===== src/rtl/dpram_stream_reader_pkg.sv =====
// Shared constants for the scratch-RAM stream reader: default RAM geometry and FSM encoding.
// Both the RAM wrapper and the reader import the geometry from here so they cannot drift apart.
package dpram_stream_reader_pkg;

  localparam int DEF_AW = 9;
  localparam int DEF_DW = 8;

  typedef enum logic [1:0] {
    ST_IDLE  = 2'd0,
    ST_ISSUE = 2'd1,
    ST_DRAIN = 2'd2
  } state_e;

endpackage


===== src/rtl/dpram_stream_fifo.sv =====
// Two-entry synchronous FIFO with occupancy count; zero-latency head, push and pop may share a cycle.
// The caller must never push into a full FIFO unless it pops in the same cycle.
module dpram_stream_fifo #(
  parameter int W = 9
) (
  input  logic         i_clk,
  input  logic         i_rst,
  input  logic         i_push,
  input  logic [W-1:0] i_pdata,
  input  logic         i_pop,
  output logic [W-1:0] o_head,
  output logic         o_empty,
  output logic [1:0]   o_count
);

  logic [W-1:0] mem_q [2];
  logic [W-1:0] mem_d [2];
  logic         wr_ptr_q, wr_ptr_d;
  logic         rd_ptr_q, rd_ptr_d;
  logic [1:0]   count_q, count_d;

  always_comb begin
    mem_d    = mem_q;
    wr_ptr_d = wr_ptr_q;
    rd_ptr_d = rd_ptr_q;
    count_d  = count_q;
    if (i_push) begin
      mem_d[wr_ptr_q] = i_pdata;
      wr_ptr_d        = ~wr_ptr_q;
    end
    if (i_pop) begin
      rd_ptr_d = ~rd_ptr_q;
    end
    case ({i_push, i_pop})
      2'b10:   count_d = count_q + 2'd1;
      2'b01:   count_d = count_q - 2'd1;
      default: count_d = count_q;
    endcase
  end

  always_ff @(posedge i_clk or posedge i_rst) begin
    if (i_rst) begin
      mem_q[0] <= '0;
      mem_q[1] <= '0;
      wr_ptr_q <= 1'b0;
      rd_ptr_q <= 1'b0;
      count_q  <= 2'd0;
    end else begin
      mem_q    <= mem_d;
      wr_ptr_q <= wr_ptr_d;
      rd_ptr_q <= rd_ptr_d;
      count_q  <= count_d;
    end
  end

  // When full, a same-cycle push lands on the entry being popped; the pop reads it before the edge.
  assign o_head  = mem_q[rd_ptr_q];
  assign o_empty = (count_q == 2'd0);
  assign o_count = count_q;

endmodule


===== src/rtl/dpram_stream_reader.sv =====
// Sweeps one RAM port over [base, base+len) and streams the bytes out valid/ready with a last marker.
// First beat two cycles after accept, one beat per cycle with ready high; reads stall once two bytes are owed to the sink.
module dpram_stream_reader
  import dpram_stream_reader_pkg::*;
#(
  parameter int AW = DEF_AW,
  parameter int DW = DEF_DW
) (
  input  logic          i_clk,
  input  logic          i_rst,
  input  logic          i_start,
  input  logic [AW-1:0] i_base,
  input  logic [AW:0]   i_len,
  output logic          o_busy,
  output logic          o_done,
  output logic          o_ram_en,
  output logic [AW-1:0] o_ram_addr,
  input  logic [DW-1:0] i_ram_rdata,
  output logic [DW-1:0] o_tdata,
  output logic          o_tvalid,
  output logic          o_tlast,
  input  logic          i_tready
);

  localparam logic [AW:0] REM_ONE = (AW+1)'(1);

  state_e        state_q, state_d;
  logic [AW-1:0] addr_q, addr_d;
  logic [AW:0]   rem_q, rem_d;
  logic          pend_q, pend_d;
  logic          pend_last_q, pend_last_d;
  logic          done_q, done_d;

  logic          accept, accept_run, issue, pop, credit, head_last, last_beat;
  logic [1:0]    fifo_count;
  logic          fifo_empty;
  logic [DW:0]   fifo_head;
  logic [2:0]    occupancy, room;

  assign accept     = i_start & (state_q == ST_IDLE);
  assign accept_run = accept & (i_len != '0);
  assign pop        = ~fifo_empty & i_tready;
  assign head_last  = fifo_head[DW];
  assign last_beat  = pop & head_last;

  // Bytes already owed to the sink (buffered or in flight) plus this read must fit in two slots.
  assign occupancy = {1'b0, fifo_count} + {2'b00, pend_q} + 3'd1;
  assign room      = 3'd2 + {2'b00, pop};
  assign credit    = (occupancy <= room);
  assign issue     = (state_q == ST_ISSUE) & (rem_q != '0) & credit;

  always_ff @(posedge i_clk or posedge i_rst) begin
    if (i_rst) begin
      state_q <= ST_IDLE;
    end else begin
      state_q <= state_d;
    end
  end

  always_comb begin
    state_d = state_q;
    case (state_q)
      ST_IDLE:  if (accept_run) state_d = ST_ISSUE;
      ST_ISSUE: if (issue && (rem_q == REM_ONE)) state_d = ST_DRAIN;
      ST_DRAIN: if (last_beat) state_d = ST_IDLE;
      default:  state_d = ST_IDLE;
    endcase
  end

  always_comb begin
    addr_d      = addr_q;
    rem_d       = rem_q;
    if (accept_run) begin
      addr_d = i_base;
      rem_d  = i_len;
    end else if (issue) begin
      addr_d = addr_q + AW'(1);
      rem_d  = rem_q - REM_ONE;
    end
    pend_d      = issue;
    pend_last_d = issue & (rem_q == REM_ONE);
    done_d      = (accept & (i_len == '0)) | ((state_q == ST_DRAIN) & last_beat);
  end

  always_ff @(posedge i_clk or posedge i_rst) begin
    if (i_rst) begin
      addr_q      <= '0;
      rem_q       <= '0;
      pend_q      <= 1'b0;
      pend_last_q <= 1'b0;
      done_q      <= 1'b0;
    end else begin
      addr_q      <= addr_d;
      rem_q       <= rem_d;
      pend_q      <= pend_d;
      pend_last_q <= pend_last_d;
      done_q      <= done_d;
    end
  end

  // Read data is valid exactly one cycle after issue, so it goes straight into the FIFO with its last tag.
  dpram_stream_fifo #(
    .W (DW + 1)
  ) u_fifo (
    .i_clk   (i_clk),
    .i_rst   (i_rst),
    .i_push  (pend_q),
    .i_pdata ({pend_last_q, i_ram_rdata}),
    .i_pop   (pop),
    .o_head  (fifo_head),
    .o_empty (fifo_empty),
    .o_count (fifo_count)
  );

  always_comb begin
    o_busy     = (state_q != ST_IDLE);
    o_done     = done_q;
    o_ram_en   = issue;
    o_ram_addr = addr_q;
    o_tvalid   = ~fifo_empty;
    o_tdata    = fifo_head[DW-1:0];
    o_tlast    = ~fifo_empty & head_last;
  end

endmodule


===== config.mk =====
export PLATFORM = sky130hd
export DESIGN_NAME = dpram_stream_reader
export DESIGN_NICKNAME = d
export VERILOG_FILES = /design/src/rtl/dpram_stream_reader_pkg.sv /design/src/rtl/dpram_stream_fifo.sv /design/src/rtl/dpram_stream_reader.sv
export SDC_FILE = /design/constraint.sdc
export NUM_CORES = 1
export LEC_CHECK = 0
export CORE_UTILIZATION = 46
export CTS_CLUSTER_SIZE = 16
export DETAILED_ROUTE_END_ITERATION = 12
export PLACE_DENSITY = 0.72
export REMOVE_ABC_BUFFERS = 1
export SYNTH_ARGS = -nofsm -noshare
export SYNTH_HDL_FRONTEND = slang
export SYNTH_SLANG_ARGS = --single-unit
export TNS_END_PERCENT = 20

===== constraint.sdc =====
create_clock -name i_clk -period 2.6 [get_ports i_clk]
set_clock_uncertainty 0.05 [all_clocks]
set_input_delay 0.52 -clock i_clk [delete_from_list [all_inputs] [get_ports i_clk]]
set_output_delay 0.52 -clock i_clk [all_outputs]
set_load 0.02 [all_outputs]

==> results.txt, run 1 <==
status = complete, no violations
WP data arrival = 1.95 ns
Switch Pwr = 0.00190 W
#FFs+latches synth = 46
pre-CTS WS = -0.449 ns
Cells after Synth = 230
fin crit period = 2.52 ns
Initial Util = 48.4%
Root Driver = clkbuf_8
Max Cap Viol = 0
kind of start point of the critical path = flip-flop
HP Class = flip-flop to flip-flop
Seq pwr share = 28.7%
PwrDens = 1330 nW/um2
Crit Path Max Fanout = 4
max frequency = 397 MHz
global-route wire length before repair = 10000 um
Via-to-Cell Ratio = 5.59
clock tree buffer depth = 2
P&R area growth vs syn = 40.2%
RSZ-0062 raised after global routing = true
ys flop type = dfrtp_1
Leak = 1.46 nW
WL per Instance = 15.0 um
overall power = 0.00470 W
CTS buffer count = 5
CP Capture Type = output pin
data required time of the worst path = 2.03 ns
DRC = 0
Post-CTS Hold Buffers = 0
DPL Wire Length = 4280 um
Placed Cells = 382
total wire length = 5880 um
Final Hold Viols = 0
leading cell type in the layout, fill and taps excluded = clkdlybuf4s50_1
Die X = 76.0 um
detailed-route via count = 2185
total track usage = 21.5%
number of synthesized flops with an enable pin = 0
internal power = 0.00280 W
post-synthesis sequential area ratio = 45.7%
worst slew pin tran = 0.578 ns
die area = 5780 um2
Final WS setup = 0.0839 ns
TritonCTS clock tree = done
Max-slew headroom = 61.5%
# setup viols final = 0
number of antenna diodes = 0
Fillers = 429
crit path kind = flip-flop to output pin
vias in the first global route = 2137
combinational fraction of design power = 62.0%
Worst VDD drop = 1060 uV
router iterations before antenna repair = 4
Final Util = 67.9%
switching share of power = 40.4%
share of layout cells above drive strength 1 = 30.5%
Yosys warning count = 0
I/O pin cnt = 53
r2r setup slk = 0.25 ns
most frequent cells in the layout = clkdlybuf4s50_1, dfrtp_1, buf_4, mux2_2, nor2_1
final worst-path cycle share = 96.8%
Detailed Route Iter0 Violations = 150
Final Non-Filler Cells = 391
RePlAce Congestion = 0.830
# port buffers = 52
post-synthesis cell type count = 52
CTS sink cnt = 46
# H-tree levels = 2
clock share of power = 9.3%
Synth Cell Area = 2520 um2
nets = 359
Worst-path clk slew = 0.09 ns
total gr overflow = 0
Antenna Nets Post-Route = 0
CORE AREA = 5200 um2
row cnt = 26
synthesized area per cell = 11.0 um2
final slew viol count = 0
ys async rst share = 100%
pin count of the biggest net entering global routing = 47
worst skew pair latency = 0.30 ns
initial antenna violation count = 0
height of the die = 76.0 um
final setup TNS = 0 ns
[Yosys cell counts (2+ instances only)]
cell       n  area share [%]
nor3b_1    2            0.60
xnor2_1    3             1.0
mux2_2    26              12
nor3_1     7             1.4
inv_1     11             1.6
dfrtp_1   46              46
or3b_1     2            0.69
buf_2      2            0.40
nor2b_1    2            0.50
o21ai_0    8             1.6
a32o_1     3             1.2
clkbuf_1   4            0.60
nand2_1    8             1.2
nor3b_2    2            0.99
nand3b_1   2            0.60
o211ai_1   5             1.5
or4_1      7             2.1
nand2b_1   2            0.50
or3_1      2            0.50
a221o_1    7             2.8
xor2_1     2            0.69
nand4_1    6             1.5
or2_2      4            0.99
nor2_1    14             2.1
a31oi_1    5             1.2
ha_1       8             4.0
nand3_1    8             1.6
a21oi_1    2            0.40
o21a_1     2            0.60
nand4b_1   2            0.69
nor4_1     5             1.2
[cells by family after synthesis]
group | share of synthesized area [%]
compound gates | 13.9
simple gates | 19.8
flops | 45.7
xor+xnor | 1.74
buf+inv | 2.93
fa+ha+maj | 3.97
mux | 12.0
[layout make-up]
class	count	area, um2	area share [%]
multi-input cells	166	1360	38.4
flip-flops and latches	46	1150	32.6
repair buffers	90	807	22.8
well taps	70	87.6	2.48
clock buffers	5	68.8	1.95
inverters	11	41.3	1.17
clock inverters	3	21.3	0.602
[through the flow]
step | cell area [um2] | hold slack (ns)
6_report | 3530 | 0.440
5_1_grt | 3530 | 0.471
4_1_cts | 3470 | 0.440
3_5_place_dp | 3370 | 0.424
3_3_place_gp | 3370 | 0.419
2_1_floorplan | 2490 | 0.404
[per-layer routing]
layer / wire length (um) / vias up / global-route usage [%]
li1: - / 1060 / -
met2: 2930 / 65 / 37.6
met5: 0 / - / 0
met1: 2650 / 1055 / 28.4
met4: 43 / 0 / 5.19
met3: 260 / 5 / 2.75
[power by group through the flow]
stage / clock, W / combinational, W / sequential (W)
global route: 0.000477 / 0.00318 / 0.00140
CTS: 0.000447 / 0.00273 / 0.00134
finish: 0.000438 / 0.00291 / 0.00135
floorplan: 0 / 0.00150 / 0.00136
global placement: 0 / 0.00265 / 0.00133
detailed placement: 0 / 0.00270 / 0.00135
[sequential cells by signal, indices dropped and copies added, names as in the netlist]
register,flops
u_fifo.mem_q,18
u_fifo.wr_ptr_q,1
u_fifo.rd_ptr_q,1
o_done,1
rem_q,10
pend_last_q,1
u_fifo.o_count,2
pend_q,1
state_q,2
o_ram_addr,9
[critical path, stage by stage (launching register included)]
cell     delay [ns]
dfrtp_1        0.43
inv_1          0.08
ha_2           0.17
inv_2          0.04
ha_4           0.15
or3b_4         0.42
nor2_4         0.13
nand2_2        0.06
inv_2          0.07
buf_6          0.11
[timing repair]
action / in CTS / in global routing
gates resized for setup: 8 / 14
endpoints found under the setup margin: 1 / 1
setup buffers: 0 / 1
gates cloned: 0 / 0
pin swaps: 2 / 3
[final timing paths]
check / start / endpoint / cells after the start
hold reg to reg: u_fifo.wr_ptr_q / u_fifo.wr_ptr_q / 1
hold / removal: u_fifo.wr_ptr_q / u_fifo.wr_ptr_q / 1
setup / recovery: u_fifo.o_count[0] / o_ram_en / 9
min in group asynchronous: i_rst / o_done / 3
max in group asynchronous: i_rst / u_fifo.mem_q[16] / 3
setup reg to reg: u_fifo.o_count[0] / o_ram_addr[8] / 10
Note: power is estimated with default switching activity, not from simulation.
==> inputs of run 2 (changes only) <==
- CAP_MARGIN: default -> 40
- CORE_UTILIZATION: 46 -> 55
- PLACE_DENSITY: 0.72 -> 0.81
- clock period: 2.6 -> 3.15 ns (I/O delays scaled with it)
==> results.txt, run 2 (synthesis results as in run 1) <==
Post-CTS Hold Buffers = 0 (unchanged)
Detailed Route Iter0 Violations = 87 (was 150)
CTS sink cnt = 46 (unchanged)
row cnt = 24 (was 26)
data required time of the worst path = 2.47 ns (was 2.03 ns)
Die X = 69.7 um (was 76.0 um)
most frequent cells in the layout = clkdlybuf4s50_1, dfrtp_1, mux2_2, nor2_1, buf_4 (was clkdlybuf4s50_1, dfrtp_1, buf_4, mux2_2, nor2_1)
Via-to-Cell Ratio = 6.09 (was 5.59)
status = complete, no violations (unchanged)
I/O pin cnt = 53 (unchanged)
kind of start point of the critical path = input pin (was flip-flop)
RePlAce Congestion = 0.828 (was 0.830)
DRC = 0 (unchanged)
Crit Path Max Fanout = 2 (was 4)
Top reg by flops = u_fifo.mem_q (unchanged)
Worst-path clk slew = 0.09 ns (about the same)
worst skew pair latency = 0.30 ns (about the same)
RSZ-0062 raised after global routing = false (was true)
Leak = 1.35 nW (was 1.46 nW)
CP Capture Point = o_ram_en (unchanged)
combinational fraction of design power = 56.4% (was 62.0%)
# port buffers = 52 (unchanged)
clock share of power = 12.1% (was 9.3%)
share of layout cells above drive strength 1 = 20.0% (was 30.5%)
CP Capture Type = output pin (unchanged)
total track usage = 24.2% (was 21.5%)
final worst-path cycle share = 95.0%
number of antenna diodes = 0 (unchanged)
fin crit period = 2.99 ns
Worst VDD drop = 758 uV (was 1060 uV)
PwrDens = 1090 nW/um2 (was 1330 nW/um2)
CTS buffer count = 5 (unchanged)
height of the die = 69.7 um (was 76.0 um)
TritonCTS clock tree = done (unchanged)
crit path kind = input pin to output pin (was flip-flop to output pin)
router iterations before antenna repair = 4 (unchanged)
Worst Reg-to-Reg Cells = 8 (was 10)
Final Hold Viols = 0 (unchanged)
CORE AREA = 4380 um2 (was 5200 um2)
# setup viols final = 0 (unchanged)
reg2reg start = u_fifo.o_count[0] (unchanged)
worst slew pin tran = 0.787 ns (was 0.578 ns)
internal power = 0.00212 W (was 0.00280 W)
Switch Pwr = 0.00147 W (was 0.00190 W)
Seq pwr share = 31.5% (was 28.7%)
WP data arrival = 2.31 ns (was 1.95 ns)
vias in the first global route = 1979 (was 2137)
Max-slew headroom = 47.0% (was 61.5%)
nets = 333 (was 359)
Largest register FFs = 18 (unchanged)
final slew viol count = 0 (unchanged)
P&R area growth vs syn = 30.9% (was 40.2%)
total gr overflow = 0 (unchanged)
Root Driver = clkbuf_8 (unchanged)
Final Util = 75.3% (was 67.9%)
Max Cap Viol = 0 (unchanged)
leading cell type in the layout, fill and taps excluded = clkdlybuf4s50_1 (unchanged)
pin count of the biggest net entering global routing = 20 (was 47)
DPL Wire Length = 4180 um (was 4280 um)
switching share of power = 40.9% (was 40.4%)
Initial Util = 57.5% (was 48.4%)
# H-tree levels = 2 (unchanged)
WL per Instance = 16.4 um (was 15.0 um)
detailed-route via count = 2112 (was 2185)
Antenna Nets Post-Route = 0 (unchanged)
r2r setup slk = 0.69 ns (was 0.25 ns)
total wire length = 5690 um (was 5880 um)
die area = 4860 um2 (was 5780 um2)
end of the worst register-to-register path = o_ram_addr[4] (was o_ram_addr[8])
Setup crit start = i_tready (was u_fifo.o_count[0])
initial antenna violation count = 0 (unchanged)
max frequency = 334 MHz
global-route wire length before repair = 9320 um (was 10000 um)
clock tree buffer depth = 2 (unchanged)
overall power = 0.00359 W (was 0.00470 W)
HP Class = flip-flop to flip-flop (unchanged)
[run 2: power groups by stage]
stage / combinational, W / clock, W / sequential (W)
global route: 0.00219 / 0.000462 / 0.00117
floorplan: 0.00124 / 0 / 0.00113
detailed placement: 0.00200 / 0 / 0.00114
finish: 0.00202 / 0.000435 / 0.00113
CTS: 0.00200 / 0.000441 / 0.00113
global placement: 0.00195 / 0 / 0.00112
[run 2: what timing repair did]
| item | in CTS | in global routing |
|---|---|---|
| buffers inserted | 0 | 1 |
| setup endpoints to repair | 1 | 1 |
| gates resized for setup | 1 | 2 |
[run 2: how the worst min path moves through the flow]
stage                          from              end  slack (ns)  cells past startpoint
finish              u_fifo.wr_ptr_q  u_fifo.wr_ptr_q        0.44                      1
global route        u_fifo.wr_ptr_q  u_fifo.wr_ptr_q        0.46                      1
CTS                 u_fifo.wr_ptr_q  u_fifo.wr_ptr_q        0.44                      1
detailed placement  u_fifo.wr_ptr_q  u_fifo.wr_ptr_q        0.42                      1
global placement    u_fifo.wr_ptr_q  u_fifo.wr_ptr_q        0.42                      1
floorplan           u_fifo.wr_ptr_q  u_fifo.wr_ptr_q        0.40                      1
[run 2: per-layer routing]
layer  GRT usage (%)  vias up  routed length (um)
met2            43.4       70                2960
li1                -     1005                   -
met4            4.44        0                  34
met1            30.8     1032                2410
met3            4.65        5                 289
met5               0        -                   0
[run 2: critical path, stage by stage]
cell	delay, ns
clkdlybuf4s50_1	0.41
o21ai_0	0.11
inv_1	0.10
ha_1	0.32
nor3b_2	0.21
nor2_1	0.09
nand2_1	0.09
inv_1	0.07
clkdlybuf4s15_1	0.29
[run 2: metrics by stage]
stage	cell area (um2)	instances	setup TNS, ns	worst slack [ns]	hold WS [ns]
3_5_place_dp	3180	338	-0.123	-0.123	0.425
5_1_grt	3300	347	0	0.00341	0.460
2_1_floorplan	2490	223	0	0.568	0.404
3_3_place_gp	3150	337	-0.106	-0.106	0.418
6_report	3300	347	0	0.157	0.438
4_1_cts	3290	346	0	0.0816	0.441
[run 2: area by class of cell]
type | count | area [um2]
multi-input combinational | 166 | 1300
sequential | 46 | 1150
fill | 295 | 1080
timing repair buffer | 64 | 631
clock buffer | 6 | 72.6
tap | 52 | 65.1
inverter | 11 | 41.3
clock inverter | 2 | 37.5
==> inputs of run 3 (changes only) <==
- SETUP_SLACK_MARGIN: default -> 0.15
==> results.txt, run 3 (synthesis results as in run 1) <==
critical path's slowest cell = clkdlybuf4s50_1 (unchanged)
Root Driver = clkbuf_8 (unchanged)
leading cell type in the layout, fill and taps excluded = clkdlybuf4s50_1 (unchanged)
WP data arrival = 2.18 ns (was 2.31 ns)
Worst VDD drop = 733 uV (was 758 uV)
max frequency = 350 MHz (was 334 MHz)
Max Cap Viol = 0 (unchanged)
I/O pin cnt = 53 (unchanged)
CTS buffer count = 5 (unchanged)
kind of start point of the critical path = input pin (unchanged)
worst slew pin tran = 0.787 ns (about the same)
DPL Wire Length = 4180 um (unchanged)
final slew viol count = 0 (unchanged)
global-route wire length before repair = 9380 um (was 9320 um)
# setup viols final = 0 (unchanged)
most frequent cells in the layout = clkdlybuf4s50_1, dfrtp_1, mux2_2, nor2_1, buf_4 (unchanged)
number of antenna diodes = 0 (unchanged)
CORE AREA = 4380 um2 (unchanged)
Worst-path clk slew = 0.09 ns (about the same)
router iterations before antenna repair = 4 (unchanged)
Initial Util = 57.5% (unchanged)
TritonCTS clock tree = done (unchanged)
Final Util = 75.1% (was 75.3%)
PwrDens = 1090 nW/um2 (about the same)
CTS sink cnt = 46 (unchanged)
detailed-route via count = 2111 (was 2112)
height of the die = 69.7 um (unchanged)
die area = 4860 um2 (unchanged)
WP buf/inv = 4 (unchanged)
data required time of the worst path = 2.47 ns (about the same)
Largest stage delay, worst path = 0.41 ns (about the same)
Antenna Nets Post-Route = 0 (unchanged)
Placed Cells = 338 (unchanged)
Max-slew headroom = 47.0% (about the same)
pin count of the biggest net entering global routing = 20 (unchanged)
total gr overflow = 0 (unchanged)
crit-path cells = clkdlybuf4s50_1 > o21ai_0 > inv_1 > ha_1 > nor3b_2 > nor2_1 > nand2_1 > inv_1 > clkbuf_2 (was clkdlybuf4s50_1 > o21ai_0 > inv_1 > ha_1 > nor3b_2 > nor2_1 > nand2_1 > inv_1 > clkdlybuf4s15_1)
total wire length = 5680 um (was 5690 um)
RSZ-0062 raised after global routing = false (unchanged)
Crit Path Max Fanout = 2 (unchanged)
initial antenna violation count = 0 (unchanged)
# H-tree levels = 2 (unchanged)
vias in the first global route = 1994 (was 1979)
Top reg by flops = u_fifo.mem_q (unchanged)
nets = 333 (unchanged)
# port buffers = 52 (unchanged)
worst skew pair latency = 0.30 ns (about the same)
Final Hold Viols = 0 (unchanged)
RePlAce Congestion = 0.828 (unchanged)
placed inst area = 3180 um2 (unchanged)
total track usage = 24.4% (was 24.2%)
DRC = 0 (unchanged)
row cnt = 24 (unchanged)
WL per Instance = 16.4 um (about the same)
Fillers = 296 (was 295)
Most common cell on crit path = inv_1 (unchanged)
Detailed Route Iter0 Violations = 87 (unchanged)
crit path kind = input pin to output pin (unchanged)
fin crit period = 2.86 ns (was 2.99 ns)
CP Capture Type = output pin (unchanged)
Top delay family on crit path = buffers and inverters (unchanged)
P&R area growth vs syn = 30.7% (was 30.9%)
Die X = 69.7 um (unchanged)
Final Non-Filler Cells = 347 (unchanged)
final worst-path cycle share = 90.8% (was 95.0%)
clock tree buffer depth = 2 (unchanged)
share of layout cells above drive strength 1 = 20.3% (was 20.0%)
status = complete, no violations (unchanged)
Leak = 1.35 nW (about the same)
HP Class = flip-flop to flip-flop (unchanged)
Largest register FFs = 18 (unchanged)
Via-to-Cell Ratio = 6.08 (was 6.09)
Non-Filler Cell Area, Final = 3290 um2 (was 3300 um2)
run 3: cell types whose count changed in the layout (fill, tap and decap cells not counted), sizes merged:
cell / before / now
clkdlybuf4s15: 1 / 0
clkbuf: 6 / 7
run 3: layout make-up:
class                   instances  area [um2]  area share [%]
well taps                      52        65.1            1.97
multi-input cells             166        1300            39.5
clock buffers                   6        72.6            2.20
flip-flops and latches         46        1150            34.9
repair buffers                 64         626            19.0
inverters                      11        41.3            1.25
clock inverters                 2        37.5            1.14
run 3: worst register-to-register path: stages, from the launching register on:
cell     delay, ns
dfrtp_1       0.45
o21ai_0       0.24
inv_1         0.10
ha_1          0.32
or3b_2        0.57
nand2_1       0.11
buf_4         0.16
nor4_1        0.06
a211o_1       0.29
run 3: power by group:
group / switching (W) / internal [W]
Sequential: 0.000269 / 0.000863
Clock: 0.000197 / 0.000237
Combinational: 0.000999 / 0.00101
run 3: metrics by stage:
| step | setup TNS [ns] | setup slack [ns] | total power [W] | hold slack, ns |
|---|---|---|---|---|
| after floorplan | 0 | 0.568 | 0.00236 | 0.404 |
| after global placement | -0.106 | -0.106 | 0.00308 | 0.418 |
| after detailed placement | -0.123 | -0.123 | 0.00314 | 0.425 |
| after CTS | 0 | 0.162 | 0.00359 | 0.441 |
| after global routing | 0 | 0.141 | 0.00382 | 0.460 |
| final | 0 | 0.290 | 0.00358 | 0.438 |
run 3: routing by layer:
layer / GRT usage (%) / wire (um)
met3: 4.65 / 275
met4: 4.44 / 34
met5: 0 / 0
met2: 43.7 / 2960
met1: 30.9 / 2420
run 3: final timing paths:
kind / start / endpoint / slack, ns / cells after the start
setup / recovery: i_tready / o_ram_en / 0.29 / 9
max in group asynchronous: i_rst / u_fifo.mem_q[14] / 1.97 / 4
setup reg to reg: u_fifo.o_count[0] / o_ram_addr[4] / 0.69 / 8
hold reg to reg: u_fifo.wr_ptr_q / u_fifo.wr_ptr_q / 0.44 / 1
min in group asynchronous: i_rst / u_fifo.mem_q[16] / 0.50 / 2
hold / removal: u_fifo.wr_ptr_q / u_fifo.wr_ptr_q / 0.44 / 1
run 3: timing repair:
item                       CTS  global route
setup buffers                0             1
setup endpoints to repair    1             1
gates resized for setup      3             1
hold buffers                 0             0
